## src/rtl/pc_sequencer_pkg.sv

```systemverilog
// Shared pipeline package for the PC sequencer: default widths, vectors,
// FSM state encoding and a small state-decode helper.
package pc_sequencer_pkg;

  localparam int          PC_W_DEFAULT         = 16;
  localparam logic [15:0] RESET_VECTOR_DEFAULT = 16'h0000;
  localparam logic [15:0] EXC_VECTOR_DEFAULT   = 16'h0040;

  // Binary-encoded, 2-bit sequencer states.
  typedef enum logic [1:0] {
    ST_BOOT  = 2'd0,
    ST_RUN   = 2'd1,
    ST_HOLD  = 2'd2,
    ST_REDIR = 2'd3
  } seq_state_e;

  // States in which pc_cur is a live fetch.
  function automatic logic is_fetch_state(input seq_state_e s);
    return (s == ST_RUN) || (s == ST_REDIR);
  endfunction

  // States that squash IF/ID when entered.
  function automatic logic is_flush_state(input seq_state_e s);
    return (s == ST_REDIR);
  endfunction

endpackage

```

## src/rtl/pc_sequencer_if.sv

```systemverilog
// Bundle of control inputs and fetch outputs of the PC sequencer.
//
// Handshake: the sequencer presents pc_cur with fetch_valid=1; the fetch is
// accepted on a rising edge where imem_ready=1 and stall=0, and only then does
// the PC move on. With imem_ready=0 or stall=1 the PC is held and fetch_valid
// drops on the following cycle until the hold condition is released.
interface pc_sequencer_if
  import pc_sequencer_pkg::*;
#(
  parameter int PC_W = PC_W_DEFAULT
);

  // Control side (hazard unit, branch unit, exception logic, imem).
  logic            stall;
  logic            imem_ready;
  logic            br_taken;
  logic [PC_W-1:0] br_target;
  logic            jmp;
  logic [PC_W-1:0] jmp_target;
  logic            exc;

  // Fetch side.
  logic [PC_W-1:0] pc_next;
  logic [PC_W-1:0] pc_cur;
  logic            fetch_valid;
  logic            flush;

  // Debug visibility of the FSM and the pending-redirect register.
  seq_state_e      state_dbg;
  logic            pending_valid_dbg;
  logic [PC_W-1:0] pending_pc_dbg;

  modport master (
    output stall, imem_ready, br_taken, br_target, jmp, jmp_target, exc,
    input  pc_next, pc_cur, fetch_valid, flush,
    input  state_dbg, pending_valid_dbg, pending_pc_dbg
  );

  modport slave (
    input  stall, imem_ready, br_taken, br_target, jmp, jmp_target, exc,
    output pc_next, pc_cur, fetch_valid, flush,
    output state_dbg, pending_valid_dbg, pending_pc_dbg
  );

endinterface

```

## src/rtl/pc_redirect_queue.sv

```systemverilog
// Single-entry pending-redirect register. A load overwrites any older
// pending target; a clear drops it. Clear wins if both are requested.
module pc_redirect_queue
  import pc_sequencer_pkg::*;
#(
  parameter int PC_W = PC_W_DEFAULT
) (
  input  logic            clk,
  input  logic            rst,
  input  logic            load,
  input  logic [PC_W-1:0] load_pc,
  input  logic            clear,
  output logic            pending_valid,
  output logic [PC_W-1:0] pending_pc
);

  logic            pending_valid_d, pending_valid_q;
  logic [PC_W-1:0] pending_pc_d, pending_pc_q;

  // Next-state for the pending entry: clear drops validity, load overwrites.
  always_comb begin
    pending_valid_d = pending_valid_q;
    pending_pc_d    = pending_pc_q;
    if (clear) begin
      pending_valid_d = 1'b0;
    end else if (load) begin
      pending_valid_d = 1'b1;
      pending_pc_d    = load_pc;
    end
  end

  // Pending entry storage, wiped by reset.
  always_ff @(posedge clk or posedge rst) begin
    if (rst) begin
      pending_valid_q <= 1'b0;
      pending_pc_q    <= '0;
    end else begin
      pending_valid_q <= pending_valid_d;
      pending_pc_q    <= pending_pc_d;
    end
  end

  assign pending_valid = pending_valid_q;
  assign pending_pc    = pending_pc_q;

endmodule

```

## src/rtl/pc_sequencer.sv

```systemverilog
// Program-counter sequencer: selects the next fetch address from
// exception, branch, jump, hold and sequential sources, parks redirects that
// arrive while the front end is held, and squashes IF/ID on every redirect.
module pc_sequencer
  import pc_sequencer_pkg::*;
#(
  parameter int              PC_W         = PC_W_DEFAULT,
  parameter logic [PC_W-1:0] RESET_VECTOR = PC_W'(RESET_VECTOR_DEFAULT),
  parameter logic [PC_W-1:0] EXC_VECTOR   = PC_W'(EXC_VECTOR_DEFAULT)
) (
  input  logic                 clk,
  input  logic                 rst,
  pc_sequencer_if.slave        bus
);

  seq_state_e      state_d, state_q;
  logic [PC_W-1:0] pc_d, pc_cur_q;
  logic            fetch_valid_d, fetch_valid_q;
  logic            flush_d, flush_q;

  logic            go;
  logic [PC_W-1:0] redir_tgt;
  logic            pend_load;
  logic [PC_W-1:0] pend_load_pc;
  logic            pend_clear;
  logic            pending_valid;
  logic [PC_W-1:0] pending_pc;

  // The front end may move only when the hazard unit and imem both allow it.
  assign go = !bus.stall && bus.imem_ready;

  // Branch beats jump when both fire; the jump is dropped, not parked.
  assign redir_tgt = bus.br_taken ? bus.br_target : bus.jmp_target;

  pc_redirect_queue #(
    .PC_W (PC_W)
  ) u_redirect_queue (
    .clk           (clk),
    .rst           (rst),
    .load          (pend_load),
    .load_pc       (pend_load_pc),
    .clear         (pend_clear),
    .pending_valid (pending_valid),
    .pending_pc    (pending_pc)
  );

  // Next PC / next state selection in priority order:
  // exc, branch, jump, hold, pending redirect, sequential.
  always_comb begin
    state_d      = state_q;
    pc_d         = pc_cur_q;
    pend_load    = 1'b0;
    pend_load_pc = redir_tgt;
    pend_clear   = 1'b0;
    case (state_q)
      ST_BOOT: begin
        // First cycle after reset: present RESET_VECTOR, then start fetching it.
        state_d = ST_RUN;
      end
      default: begin
        if (bus.exc) begin
          pc_d       = EXC_VECTOR;
          state_d    = ST_REDIR;
          pend_clear = 1'b1;
        end else if (bus.br_taken || bus.jmp) begin
          if (go) begin
            pc_d       = redir_tgt;
            state_d    = ST_REDIR;
            pend_clear = 1'b1;
          end else begin
            // Front end is held: park the target, newest one wins.
            pend_load = 1'b1;
            state_d   = ST_HOLD;
          end
        end else if (!go) begin
          state_d = ST_HOLD;
        end else if ((state_q == ST_HOLD) && pending_valid) begin
          pc_d       = pending_pc;
          state_d    = ST_REDIR;
          pend_clear = 1'b1;
        end else begin
          // Sequential advance wraps naturally at 2^PC_W.
          pc_d    = pc_cur_q + PC_W'(1);
          state_d = ST_RUN;
        end
      end
    endcase
    fetch_valid_d = is_fetch_state(state_d);
    flush_d       = is_flush_state(state_d);
  end

  // Sequencer FSM with registered PC, fetch_valid and flush.
  always_ff @(posedge clk or posedge rst) begin
    if (rst) begin
      state_q       <= ST_BOOT;
      pc_cur_q      <= RESET_VECTOR;
      fetch_valid_q <= 1'b0;
      flush_q       <= 1'b0;
    end else begin
      state_q       <= state_d;
      pc_cur_q      <= pc_d;
      fetch_valid_q <= fetch_valid_d;
      flush_q       <= flush_d;
    end
  end

  assign bus.pc_next           = pc_d;
  assign bus.pc_cur            = pc_cur_q;
  assign bus.fetch_valid       = fetch_valid_q;
  assign bus.flush             = flush_q;
  assign bus.state_dbg         = state_q;
  assign bus.pending_valid_dbg = pending_valid;
  assign bus.pending_pc_dbg    = pending_pc;

endmodule

```

## src/flat_wrapper.sv

```systemverilog
// flat-port wrapper written by rule: the top's interface ports become plain ports
module pc_sequencer_flat import pc_sequencer_pkg::*;
#(
  parameter int              PC_W         = PC_W_DEFAULT,
  parameter logic [PC_W-1:0] RESET_VECTOR = PC_W'(RESET_VECTOR_DEFAULT),
  parameter logic [PC_W-1:0] EXC_VECTOR   = PC_W'(EXC_VECTOR_DEFAULT)
)
  (clk, rst, bus_stall, bus_imem_ready, bus_br_taken, bus_br_target, bus_jmp, bus_jmp_target, bus_exc, bus_pc_next, bus_pc_cur, bus_fetch_valid, bus_flush, bus_state_dbg, bus_pending_valid_dbg, bus_pending_pc_dbg);
  pc_sequencer_if #(.PC_W(PC_W)) bus_i ();
  input  logic clk;
  input  logic rst;
  input wire logic [$bits(bus_i.stall)-1:0] bus_stall;
  input wire logic [$bits(bus_i.imem_ready)-1:0] bus_imem_ready;
  input wire logic [$bits(bus_i.br_taken)-1:0] bus_br_taken;
  input wire logic [$bits(bus_i.br_target)-1:0] bus_br_target;
  input wire logic [$bits(bus_i.jmp)-1:0] bus_jmp;
  input wire logic [$bits(bus_i.jmp_target)-1:0] bus_jmp_target;
  input wire logic [$bits(bus_i.exc)-1:0] bus_exc;
  output wire logic [$bits(bus_i.pc_next)-1:0] bus_pc_next;
  output wire logic [$bits(bus_i.pc_cur)-1:0] bus_pc_cur;
  output wire logic [$bits(bus_i.fetch_valid)-1:0] bus_fetch_valid;
  output wire logic [$bits(bus_i.flush)-1:0] bus_flush;
  output wire logic [$bits(bus_i.state_dbg)-1:0] bus_state_dbg;
  output wire logic [$bits(bus_i.pending_valid_dbg)-1:0] bus_pending_valid_dbg;
  output wire logic [$bits(bus_i.pending_pc_dbg)-1:0] bus_pending_pc_dbg;
  assign bus_i.stall = bus_stall;
  assign bus_i.imem_ready = bus_imem_ready;
  assign bus_i.br_taken = bus_br_taken;
  assign bus_i.br_target = bus_br_target;
  assign bus_i.jmp = bus_jmp;
  assign bus_i.jmp_target = bus_jmp_target;
  assign bus_i.exc = bus_exc;
  assign bus_pc_next = bus_i.pc_next;
  assign bus_pc_cur = bus_i.pc_cur;
  assign bus_fetch_valid = bus_i.fetch_valid;
  assign bus_flush = bus_i.flush;
  assign bus_state_dbg = bus_i.state_dbg;
  assign bus_pending_valid_dbg = bus_i.pending_valid_dbg;
  assign bus_pending_pc_dbg = bus_i.pending_pc_dbg;
  pc_sequencer #(.PC_W(PC_W), .RESET_VECTOR(RESET_VECTOR), .EXC_VECTOR(EXC_VECTOR)) u_core (.clk(clk), .rst(rst), .bus(bus_i));
endmodule
```

## config.mk

```make
export PLATFORM = sky130hd
export DESIGN_NAME = pc_sequencer_flat
export DESIGN_NICKNAME = d
export VERILOG_FILES = /design/src/rtl/pc_sequencer_pkg.sv /design/src/rtl/pc_sequencer_if.sv /design/src/rtl/pc_redirect_queue.sv /design/src/rtl/pc_sequencer.sv /design/src/flat_wrapper.sv
export SDC_FILE = /design/constraint.sdc
export NUM_CORES = 1
export LEC_CHECK = 0
export ABC_AREA = 1
export ABC_CLOCK_PERIOD_IN_PS = 2000
export BUFFER_PORTS_ARGS = -buffer_cell sky130_fd_sc_hd__clkbuf_2
export CORE_MARGIN = 2
export CORE_UTILIZATION = 25
export CTS_CLUSTER_SIZE = 30
export DETAILED_ROUTE_END_ITERATION = 8
export PLACE_DENSITY = 0.47
export SYNTH_ARGS = -nofsm -noshare
export SYNTH_HDL_FRONTEND = slang
export SYNTH_SLANG_ARGS = --single-unit
```

## constraint.sdc

```tcl
create_clock -name clk -period 2 [get_ports clk]
set_input_delay 0.6 -clock clk [delete_from_list [all_inputs] [get_ports clk]]
set_output_delay 0.6 -clock clk [all_outputs]
set_load 0.02 [all_outputs]
```

Word level (Yosys, flattened, before mapping):

Cells that the tools add are included.

* bits in registers: 37
* input bits: 39
* logic and storage cells: 44

* add/sub/neg operators: 1
* equal/unequal tests: 3
* muxes and demuxes: 25
* bitwise logic cells: 1
* reductions and logical operators: 8

Operator list (count)
* 2-to-1 mux 16 bit: 7
* adder 16 x 1 -> 16 bit (second input constant): 1
* 2-to-1 mux 1 bit: 13
* 2-to-1 mux 2 bit: 5
* == test 2 bit (second input constant): 2
* == test 2 x 1 -> 1 bit (second input constant): 1
* logical AND 1 bit: 2
* logical NOT 2 bit: 1
* logical OR 1 bit: 2
* AND reduction 2 bit: 1
* nonzero test 2 bit: 1
* logical NOT 1 bit: 1
* NOT 1 bit: 1

Logic depth before layout (Yosys ltp):

Gate-level depths: netlist (run 1).

* depth after elaboration: 9
* mapped depth: 10
* mapped depth without buffers: 10

Hierarchy:

A second synthesis (run 1) with hierarchy kept.

* cells, all modules: 372
* area, all modules: 2542.4 µm²

Modules (own cells, without submodules)
* pc_sequencer: instances 1, cells each 298, area each 1828.0 µm², sequential area each 475.5 µm²
* pc_redirect_queue: instances 1, cells each 74, area each 714.4 µm², sequential area each 425.4 µm²

Worst setup path before layout (run 1):

No wires, ideal clock.

* kind: input -> output
* start point: input port bus_br_taken
* end point: output port bus_pc_next[6]
* data arrival time: 1654 ps
* data required time: 1400 ps
* setup slack: -254 ps
* cell stages on the path: 7
* buffers on the path: 1
* cells stage by stage: buf_6 > nor2_8 > inv_4 > nor2_4 > o21ai_1 > o21bai_1 > a21oi_1

* word-level cells in the longest chain between the ends: 5

Ends and longest elaborated chain
* start, declared: line flat_wrapper.sv:14 `input wire logic [$bits(bus_i.br_taken)-1:0] bus_br_taken;`
* 2-to-1 mux 16 bit: line pc_sequencer.sv:33 `assign redir_tgt = bus.br_taken ? bus.br_target : bus.jmp_target;`
* 2-to-1 mux 16 bit: line pc_sequencer.sv:66 `if (go) begin`
* 2-to-1 mux 16 bit *: line pc_sequencer.sv:65 `end else if (bus.br_taken || bus.jmp) begin`
* 2-to-1 mux 16 bit *: line pc_sequencer.sv:61 `if (bus.exc) begin`
* 2-to-1 mux 16 bit *: line pc_sequencer.sv:55 `case (state_q)`
* end, declared: line flat_wrapper.sv:19 `output wire logic [$bits(bus_i.pc_next)-1:0] bus_pc_next;`

Every way passes the cells marked *; elsewhere a longest branch is shown, timed or not.

Worst setup path in the final report (run 1):

* start point: register u_core.pc_cur_q[0], in the netlist u_core.bus.pc_cur[0]
* end point: output port bus_pc_next[6]

* word-level cells in the longest chain between the ends: 6

Ends and longest elaborated chain
* start, declared: line pc_sequencer.sv:17 `logic [PC_W-1:0] pc_d, pc_cur_q;`
* start signal, assigned: line pc_sequencer.sv:101 `pc_cur_q <= pc_d;`
* adder 16 x 1 -> 16 bit: line pc_sequencer.sv:83 `pc_d = pc_cur_q + PC_W'(1);`
* 2-to-1 mux 16 bit: line pc_sequencer.sv:77 `end else if ((state_q == ST_HOLD) && pending_valid) begin`
* 2-to-1 mux 16 bit: line pc_sequencer.sv:75 `end else if (!go) begin`
* 2-to-1 mux 16 bit: line pc_sequencer.sv:65
* 2-to-1 mux 16 bit: line pc_sequencer.sv:61
* 2-to-1 mux 16 bit: line pc_sequencer.sv:55

No other way between the ends.

==> results of run 1 <==
[registers in the layout (all words and copies together), names as in the netlist]
name and cells:
u_core.bus.state_dbg 2, u_core.u_redirect_queue.pending_valid 1, u_core.u_redirect_queue.pending_pc 16, u_core.bus.flush 1, u_core.bus.fetch_valid 1, u_core.bus.pc_cur 16
[kinds of logic (layout without fill, tap and decap cells)]
family                   after synthesis  in the layout  share of synthesized area [%]
buffers and inverters                 59            230                           10.7
adder cells (fa/ha/maj)                1              1                          0.508
AO/OA/AOI/OAI                         78             78                           17.0
XOR/XNOR                               1              1                          0.356
AND/OR/NAND/NOR                      182            182                           31.9
flip-flops                            37             37                           37.6
multiplexers                           5              5                           2.03
[layout by cell type (no fill, tap or decap), types with 2 or more instances in the layout]
cell	n
o21ai_0	20
o21ai_2	6
nand3_1	12
buf_12	5
o211ai_1	3
nand2_4	5
nand4_1	5
clkbuf_2	77
nor2_1	12
inv_1	34
nand2_1	112
nand3_2	7
mux2i_1	5
a21oi_1	18
clkbuf_16	4
o21bai_1	2
buf_4	67
a21oi_2	4
buf_8	4
clkinv_1	2
nor2_4	8
buf_6	16
inv_4	3
inv_2	6
o21ai_1	16
nand2_2	15
dfrtp_1	32
clkbuf_8	9
a31oi_1	6
dfrtp_2	5
[metrics by stage]
stage	hold WS, ns	TNS (ns)	std cells
2_1_floorplan	0.594	-0.407	363
3_3_place_gp	0.512	-5.49	637
3_5_place_dp	0.505	-5.92	637
4_1_cts	0.417	-5.69	658
5_1_grt	0.450	-7.13	667
6_report	0.387	-5.50	667
[area by class of cell]
type	count	share of cell area, %
multi-input combinational	267	34.9
timing repair buffer	177	32.4
sequential	37	21.9
inverter	45	4.14
tap	133	3.91
clock buffer	6	1.94
clock inverter	2	0.882
[power breakdown]
| part | leakage (nW) | total (mW) | switching, mW | internal (mW) |
|---|---|---|---|---|
| Clock | 0.0574 | 0.720 | 0.314 | 0.406 |
| Sequential | 0.455 | 0.908 | 0.0757 | 0.832 |
| Combinational | 1.69 | 0.871 | 0.494 | 0.378 |
[worst max-delay path: cells and delay by family (launching register included)]
family | cells | cell delay, ns
compound gates | 2 | 0.26
xor+xnor | 1 | 0.14
fa+ha+maj | 1 | 0.16
buf+inv | 2 | 0.29
flops | 1 | 0.43
simple gates | 2 | 0.20
[final timing paths]
check,cells after the start,slack [ns],end,from
max,8,-0.39,bus_pc_next[6],u_core.bus.pc_cur[0]$_DFF_PP0_
max reg2reg,15,-0.12,u_core.bus.pc_cur[7]$_DFF_PP0_,u_core.bus.pc_cur[0]$_DFF_PP0_
min in group clk,2,0.54,u_core.u_redirect_queue.pending_pc[0]$_DFFE_PP0P_,u_core.u_redirect_queue.pending_pc[0]$_DFFE_PP0P_
min reg2reg,2,0.54,u_core.u_redirect_queue.pending_pc[0]$_DFFE_PP0P_,u_core.u_redirect_queue.pending_pc[0]$_DFFE_PP0P_
min,3,0.39,u_core.u_redirect_queue.pending_pc[10]$_DFFE_PP0P_,rst
max in group asynchronous,3,1.22,u_core.bus.pc_cur[1]$_DFF_PP0_,rst
[routing by layer]
metal	part of all wire (%)	up-vias	wire (µm)
met5	0	-	0
met4	0.86	0	82
met3	4.3	8	406
met2	47	81	4480
met1	48	1410	4580
li1	-	1514	-
[timing repair]
| item | in CTS | in global routing |
|---|---|---|
| cloned | 0 | 3 |
| gates resized for setup | 55 | 46 |
| hold endpoints to repair | 0 | 0 |
| pin swaps | 19 | 13 |
| setup endpoints to repair | 16 | 17 |
| setup buffers | 13 | 8 |
==> out/results.ini, run 1 <==
[status]
run_status = complete, but fails checks
failed_checks = negative setup slack

[timing]
slew_viol_final = 0
setup_viol = 17
rsz0062_at_grt = true
fin_worst_skew_ns = 0.0130
slew_of_the_pin_with_the_lowest_slew_margin_ns = 0.509
final_min_period_over_clock_period_pct = 119
setup_slack_ns = -0.388
slew_headroom_pct = 66.1
timing.final.hold_violations = 0
final_period_minus_worst_setup_slack_ns = 2.39
timing.fmax_ghz = 0.419

[final_layout]
seq_area_um2 = 932
filler_cell_count = 1010
layout-area-overhead-vs-synth_pct = 72.8
antenna_cells_inserted = 0
finish.utilization_pct = 44.0
finalNetCount = 573
final_area_um2 = 4260
multiInputGateArea_um2 = 1490
drive_gt1_share_pct = 47.2

[pwr]
total_power_mw = 2.50
max-vdd-ir-drop_mv = 0.277
power.density_cell_area_nw_per_um2 = 587
power_leakage_nw = 2.20

[synthesis]
synth_top_cells_by_area = dfrtp_1, nand2_1, inv_1
ys.warnings.count = 0
yosys_register_bits = 37
yosysTopAreaCellShare_pct = 37.6
seq_area_frac_synth_pct = 37.6
synthArstFlopShare_pct = 100
syn-cell-area_um2 = 2460
synth_flop_cell = dfrtp_1
post_synth_num_cell_types = 34
synth_top_area_cell = dfrtp_1
netlist_instances = 363
synth_edf_count = 0
avgSynthCellArea_um2 = 6.79
syn_nets = 403
synthTopCellsByCount = nand2_1, dfrtp_1, inv_1
synth_most_common_cell = nand2_1

[route]
avg_vias_per_cell = 4.52
route.antenna.remaining_nets = 0
drt-total-wl_um = 9550
via_count = 3013
detail_route.iter0.violations = 101
post_drt_wl_per_cell_um = 14.3
tritonroute_pass_1_iters = 4
remaining_drc_errors = 0

[critical_path]
worstSetupStartpointType = register
worstPathRequired_ns = 1.40
slowest_delay_ns = 0.43
timing.setup.critical_path_class = register to output port
critical_path.cell_chain = ha_4, nand2_4, nor2_4, buf_4, xor2_1, o21bai_1, a21oi_2, clkbuf_8
critical-path-slowest-cell = dfrtp_2
worstSetupEndpointType = output port
critical_path_arrival_ns = 1.79
cp_max_fo = 4

[cts]
clockBufferDepth = 2
cts-buffers-inserted = 5
holdBufCountCts = 0
clkSinkCount = 37
htreeDepth = 2
cts.clk_slew.worst_paths_ns = 0.09
clock_tree_from_tritoncts = yes
clkLatencyLatePin_ns = 0.30
root_buffer = clkbuf_8

[job]
max_cap_viol = 0

[place]
dp.final_hpwl_um = 7120
pre_cts_slack_ns = -0.426
buffer_ports.inserted = 91
postPlaceCellArea_um2 = 3580
global_placement_routability_congestion = 0.853

[global_route]
grt_util_met3_pct = 2.96
use_met2_pct = 30.0
globalRoute.totalOverflow = 0
use_met1_pct = 24.0
grt_busiest_layer = met2
globalRouteTotalUtil_pct = 17.7
first_pass_grt_wire_length_um = 14400
grt_start_max_net_pins = 38
vias_in_the_first_global_route = 2922
antenna_violations_before_repair = 0

[hold_path]
holdCritPathClass = primary input to asynchronous set/reset pin

[floorplan]
io_pins = 92
floorplan.initialDensity_pct = 25.4
rows = 36
die-area_um2 = 10700
die-height_um = 103
core_um2 = 9680
floorplan.die.width_um = 103

(Power assumes the default switching activity.)
==> inputs of run 2 (changes only) <==
--- a/config.mk
+++ b/config.mk
@@ -15,4 +15,5 @@
 export PLACE_DENSITY = 0.47
 export SYNTH_ARGS = -nofsm -noshare
 export SYNTH_HDL_FRONTEND = slang
+export SYNTH_HIERARCHICAL = 1
 export SYNTH_SLANG_ARGS = --single-unit
==> out/results.ini, run 2 <==
[critical_path]
worstSetupStartpointType = register
worstSetupEndpointType = output port
worstPathRequired_ns = 1.40  ; about the same
critical_path_arrival_ns = 1.83  ; +0.04 ns
endpoint = bus_pc_next[8]
crit-reg2reg-launch = u_core/bus.state_dbg[0]$_DFF_PP0_
rrSetupSlack_ns = 0.16  ; +0.28 ns
timing.setup.critical_path_class = register to output port
worstRegToRegCells = 9  ; -6
critical_path.reg2reg.endpoint = u_core/u_redirect_queue/pending_pc[4]$_DFFE_PP0P_
cp_max_fo = 6  ; +2
critical_path.startpoint = u_core/bus.state_dbg[0]$_DFF_PP0_

[synthesis]
syn-cell-area_um2 = 2540  ; +3.2%
ys.warnings.count = 6  ; +6
synthArstFlopShare_pct = 100  ; unchanged
avgSynthCellArea_um2 = 6.83  ; +0.70%
synth_flop_cell = dfrtp_1
synth_top_area_cell = dfrtp_1
netlist_instances = 372  ; +2.5%
synth_edf_count = 0  ; unchanged
synthTopCellsByCount = nand2_1, dfrtp_1, nor2_1
seq_area_frac_synth_pct = 35.4  ; -2.1 points
synth_top_cells_by_area = dfrtp_1, nand2_1, nor2_1
syn_nets = 412  ; +2.2%
synth_most_common_cell = nand2_1
yosys_register_bits = 36  ; -2.7%
yosysTopAreaCellShare_pct = 35.4  ; -2.1 points
post_synth_num_cell_types = 30  ; -12%

[status]
failed_checks = negative setup slack
run_status = complete, but fails checks

[final_layout]
layout-area-overhead-vs-synth_pct = 65.6
mostFrequentLayoutCell = nand2_1
seq_area_um2 = 908  ; -2.6%
antenna_cells_inserted = 0  ; unchanged
multiInputGateArea_um2 = 1720  ; +16%
filler_cell_count = 1071  ; +6.0%
layout.cells.most_common_list = nand2_1, clkbuf_2, buf_4
drive_gt1_share_pct = 51.3  ; +4.1 points
finalNetCount = 573  ; unchanged
final_area_um2 = 4210  ; -1.1%

[cts]
cts-buffers-inserted = 5  ; unchanged
cts.clk_slew.worst_paths_ns = 0.07  ; -0.02 ns
clkLatencyLatePin_ns = 0.28  ; -0.02 ns
clkSinkCount = 36  ; -2.7%
root_buffer = clkbuf_8
clockBufferDepth = 2  ; unchanged
clock_tree_from_tritoncts = yes
htreeDepth = 2  ; unchanged

[route]
via_count = 2926  ; -2.9%
tritonroute_pass_1_iters = 4  ; unchanged
drt-total-wl_um = 9400  ; -1.5%
detail_route.iter0.violations = 137  ; +36%
route.antenna.remaining_nets = 0  ; unchanged
avg_vias_per_cell = 4.39  ; -2.9%
post_drt_wl_per_cell_um = 14.1  ; -1.5%
remaining_drc_errors = 0  ; unchanged

[timing]
slew_viol_final = 0  ; unchanged
timing.fmax_ghz = 0.411  ; -1.8%
setup_viol = 16  ; -1
slew_headroom_pct = 56.1  ; -10 points
fin_worst_skew_ns = 0.00297  ; -0.0100 ns
fin_tns_setup_ns = -5.82  ; -0.321 ns
final_min_period_over_clock_period_pct = 122  ; +2.1 points
final_period_minus_worst_setup_slack_ns = 2.43  ; +0.0426 ns
timing.final.hold_violations = 0  ; unchanged
rsz0062_at_grt = true
setup_slack_ns = -0.431  ; -0.0426 ns
slew_of_the_pin_with_the_lowest_slew_margin_ns = 0.657  ; +0.148 ns

[global_route]
first_pass_grt_wire_length_um = 15100  ; +4.3%
vias_in_the_first_global_route = 2878  ; -1.5%
grt_start_max_net_pins = 19  ; -50%
globalRoute.totalOverflow = 0  ; unchanged
antenna_violations_before_repair = 0  ; unchanged
globalRouteTotalUtil_pct = 17.3  ; -0.44 points

[hold_path]
holdCritPathClass = primary input to asynchronous set/reset pin

[floorplan]
floorplan.initialDensity_pct = 25.9  ; +0.45 points
die-area_um2 = 11000  ; +3.1%
floorplan.die.width_um = 105  ; +1.5%
io_pins = 92  ; unchanged
die-height_um = 105  ; +1.5%
rows = 36  ; unchanged
core_um2 = 9820  ; +1.4%

[job]
max_cap_viol = 0  ; unchanged

[pwr]
power.density_cell_area_nw_per_um2 = 578  ; -1.5%
total_power_mw = 2.44  ; -2.5%
max-vdd-ir-drop_mv = 0.246  ; -12%
power_leakage_nw = 2.11  ; -3.9%

[place]
buffer_ports.inserted = 91  ; unchanged
global_placement_routability_congestion = 0.864  ; +1.3%
dp.final_hpwl_um = 7560  ; +6.2%
postPlaceCellArea_um2 = 3630  ; +1.5%

## run 2: cell count changes after synthesis, sizes merged, moves of 5 or more
| cell | delta |
|---|---|
| a21oi | -9 |
| o22ai | +8 |
| nor2 | +19 |
| o21ai | -24 |
| nand2 | +34 |
| inv | -21 |
| or2 | +9 |
| mux2i | -5 |
## run 2: cell type report
class,instances,share of cell area [%]
Multi-Input combinational cell,301,40.9
Inverter,21,2.32
Timing Repair Buffer,168,29.1
Sequential cell,36,21.6
Clock buffer,8,2.14
Tap cell,133,3.95
## run 2: report_power, final
part | total (mW) | internal [mW] | leakage [nW] | switching, mW
Combinational | 0.938 | 0.397 | 1.62 | 0.542
Sequential | 0.951 | 0.831 | 0.447 | 0.120
Clock | 0.546 | 0.281 | 0.0455 | 0.265
Total | 2.44 | 1.51 | 2.11 | 0.927
## run 2: cell families after synthesis
family	share of synthesized area, %
and+or+nand+nor	43.2
AOI/OAI and AO/OA	11.0
DFF	35.4
buffers and inverters	7.78
xor gates and xnor gates	2.07
adders and majority gates	0.492
## run 2: repair_timing
action,CTS,global route
setup buffers,9,13
pin swaps,21,22
cloned,0,0
hold buffers,0,0
resized for setup,38,59
setup endpoints to repair,16,22
endpoints found under the hold margin,0,0
## run 2: per-layer routing
metal	GRT usage, %	vias up	share of wire (%)
met5	0	-	0
met4	4.10	0	0.59
met3	2.62	2	5.1
met2	26.7	89	45
met1	25.2	1320	49
li1	-	1515	-
## run 2: metrics by stage
step / setup slack (ns) / hold WS [ns] / cells / util, %
2_1_floorplan: -0.124 / 0.526 / 372 / -
3_3_place_gp: -0.451 / 0.512 / 638 / 37.0
3_5_place_dp: -0.459 / 0.503 / 638 / 37.0
4_1_cts: -0.415 / 0.281 / 655 / 40.1
5_1_grt: -0.558 / 0.299 / 667 / 42.9
6_report: -0.431 / 0.282 / 667 / 42.9
## run 2: worst min-delay path by stage
stage                                                            start                                                  to  slack (ns)
floorplan                                                          rst   u_core/u_redirect_queue/pending_pc[0]$_DFFE_PP0P_        0.53
global placement     u_core/u_redirect_queue/pending_pc[9]$_DFFE_PP0P_   u_core/u_redirect_queue/pending_pc[9]$_DFFE_PP0P_        0.51
detailed placement  u_core/u_redirect_queue/pending_pc[15]$_DFFE_PP0P_  u_core/u_redirect_queue/pending_pc[15]$_DFFE_PP0P_        0.50
CTS                                                                rst                   u_core/bus.state_dbg[1]$_DFF_PP0_        0.28
global route                                                       rst                   u_core/bus.state_dbg[1]$_DFF_PP0_        0.30
finish                                                             rst                   u_core/bus.state_dbg[1]$_DFF_PP0_        0.28
## run 2: worst max-delay path, stage by stage (launching register included)
cell	delay [ns]
dfrtp_2	0.44
nor2_4	0.20
nand2_4	0.11
buf_6	0.14
or2_4	0.23
nand2_1	0.06
nand2_1	0.05
nand2_2	0.11
a21oi_4	0.07
buf_8	0.13
==> inputs of run 3 (changes only) <==
--- a/config.mk
+++ b/config.mk
@@ -10,6 +10,7 @@
 export BUFFER_PORTS_ARGS = -buffer_cell sky130_fd_sc_hd__clkbuf_2
 export CORE_MARGIN = 2
 export CORE_UTILIZATION = 25
+export CTS_BUF_LIST = sky130_fd_sc_hd__clkbuf_16
 export CTS_CLUSTER_SIZE = 30
 export DETAILED_ROUTE_END_ITERATION = 8
 export PLACE_DENSITY = 0.47
==> out/results.ini, run 3 (synthesis gave the netlist of run 2 again) <==
[floorplan]
die-area_um2 = 11000  ; unchanged
floorplan.initialDensity_pct = 25.9  ; unchanged
rows = 36  ; unchanged
floorplan.die.width_um = 105  ; unchanged
io_pins = 92  ; unchanged
core_um2 = 9820  ; unchanged
die-height_um = 105  ; unchanged

[hold_path]
holdCritPathClass = primary input to asynchronous set/reset pin

[route]
remaining_drc_errors = 0  ; unchanged
post_drt_wl_per_cell_um = 14.1  ; +0.17%
routedLengthMet1_um = 4480  ; -2.5%
avg_vias_per_cell = 4.42  ; +0.64%
via_count = 2936  ; +0.34%
met3WireLength_um = 540  ; +12%
highest_signal_layer_in_the_routed_design = met4
route.antenna.remaining_nets = 0  ; unchanged
met2_wirelength_um = 4250  ; -0.49%
detail_route.iter0.violations = 156  ; +14%
tritonroute_pass_1_iters = 4  ; unchanged
drt-total-wl_um = 9390  ; -0.13%

[place]
global_placement_routability_congestion = 0.864  ; unchanged
pre_cts_slack_ns = -0.459  ; unchanged
placed_cells_incl_taps = 638  ; unchanged
postPlaceCellArea_um2 = 3630  ; unchanged
dp.final_hpwl_um = 7560  ; unchanged
buffer_ports.inserted = 91  ; unchanged

[timing]
final_period_minus_worst_setup_slack_ns = 2.42  ; -0.0104 ns
slew_headroom_pct = 56.1  ; +0.075 points
fin_worst_skew_ns = 0.00426  ; +0.00129 ns
setup_viol = 16  ; unchanged
fin_tns_setup_ns = -5.95  ; -0.133 ns
timing.final.hold_violations = 0  ; unchanged
timing.fmax_ghz = 0.413  ; +0.43%
slew_viol_final = 0  ; unchanged
setup_slack_ns = -0.420  ; +0.0104 ns
slew_of_the_pin_with_the_lowest_slew_margin_ns = 0.657  ; +0.000582 ns
rsz0062_at_grt = true
final_min_period_over_clock_period_pct = 121  ; -0.52 points

[critical_path]
critical_path.top_delay_family = buffers and inverters
critical_path.reg2reg.endpoint = u_core/u_redirect_queue/pending_pc[8]$_DFFE_PP0P_
worstPathRequired_ns = 1.40  ; about the same
worstSetupEndpointType = output port
crit_cells = 10  ; +1
critical_path_arrival_ns = 1.82  ; about the same
timing.setup.critical_path_class = primary input to output port
critical-path-slowest-cell = nor2_4
slowest_delay_ns = 0.21  ; -0.23 ns
rrSetupSlack_ns = 0.10  ; -0.06 ns
critical_path.cell_chain = buf_6, nor2_4, inv_2, nor2_4, buf_6, buf_4, a21oi_2, o21ai_1, o21ai_2, clkbuf_8
worstPathBufferInverterCount = 5  ; +3
cp_max_fo = 7  ; +1
worstRegToRegCells = 9  ; unchanged
crit-reg2reg-launch = u_core/bus.state_dbg[0]$_DFF_PP0_
worstSetupStartpointType = primary input

[job]
max_cap_viol = 0  ; unchanged

[cts]
root_buffer = clkbuf_16
cts-buffers-inserted = 5  ; unchanged
holdBufCountCts = 0  ; unchanged
clkSinkCount = 36  ; unchanged
clockBufferDepth = 2  ; unchanged
htreeDepth = 2  ; unchanged
clkLatencyLatePin_ns = 0.28  ; about the same
cts.clk_slew.worst_paths_ns = 0.06  ; about the same
clock_tree_from_tritoncts = yes

[final_layout]
layoutNonFillerInstCount = 665  ; -0.30%
antenna_cells_inserted = 0  ; unchanged
layout-area-overhead-vs-synth_pct = 65.3
drive_gt1_share_pct = 50.8  ; -0.56 points
finalNetCount = 571  ; -0.35%
layout.cells.most_common_list = nand2_1, clkbuf_2, buf_4
mostFrequentLayoutCell = nand2_1
finish.utilization_pct = 42.8  ; -0.10 points
final_area_um2 = 4200  ; -0.24%

[pwr]
power.density_cell_area_nw_per_um2 = 627  ; +8.3%
power_leakage_nw = 2.12  ; +0.18%
max-vdd-ir-drop_mv = 0.318  ; +29%

[status]
run_status = complete, but fails checks
failed_checks = negative setup slack

[global_route]
globalRoute.totalOverflow = 0  ; unchanged
antenna_violations_before_repair = 0  ; unchanged
grt_start_max_net_pins = 19  ; unchanged
vias_in_the_first_global_route = 2868  ; -0.35%
globalRouteTotalUtil_pct = 17.3  ; +0.039 points
first_pass_grt_wire_length_um = 15100  ; unchanged

==> run 3: area by class of cell <==
cell class	count	area, µm²
repair buffers	165	1190
inverters	21	100
flip-flops and latches	36	908
well taps	133	166
fillers	1065	5620
clock inverters	3	11.3
clock buffers	5	125
multi-input cells	302	1700
==> run 3: repair_timing <==
| item | in CTS | in global routing |
|---|---|---|
| endpoints found under the setup margin | 16 | 16 |
| gates resized for setup | 34 | 58 |
| pin swaps | 18 | 30 |
| setup buffers | 6 | 13 |
| cloned | 0 | 1 |
==> run 3: report_power, final <==
group | switching (mW) | internal (mW)
logic | 0.539 | 0.395
registers | 0.120 | 0.833
clock network | 0.297 | 0.448
==> run 3: worst max path at each step <==
stage,start,to,slack [ns]
after global routing,u_core/bus.state_dbg[0]$_DFF_PP0_,bus_pc_next[14],-0.54
after global placement,bus_imem_ready,bus_pc_next[14],-0.45
after detailed placement,bus_imem_ready,bus_pc_next[14],-0.46
after CTS,bus_imem_ready,bus_pc_next[12],-0.41
after floorplan,bus_stall,bus_pc_next[6],-0.12
final,bus_stall,bus_pc_next[3],-0.42
==> run 3: through the flow <==
| step | power (mW) | hold slack (ns) |
|---|---|---|
| final | 2.63 | 0.293 |
| after global routing | 2.79 | 0.320 |
| after CTS | 2.59 | 0.300 |
| after detailed placement | 1.79 | 0.503 |
| after global placement | 1.79 | 0.512 |
| after floorplan | 1.42 | 0.526 |
==> run 3: routing by layer <==
metal | up-vias | global-route usage [%]
met2 | 94 | 26.6
met1 | 1318 | 25.2
met5 | - | 0
met3 | 8 | 2.81
li1 | 1516 | -
met4 | 0 | 4.38
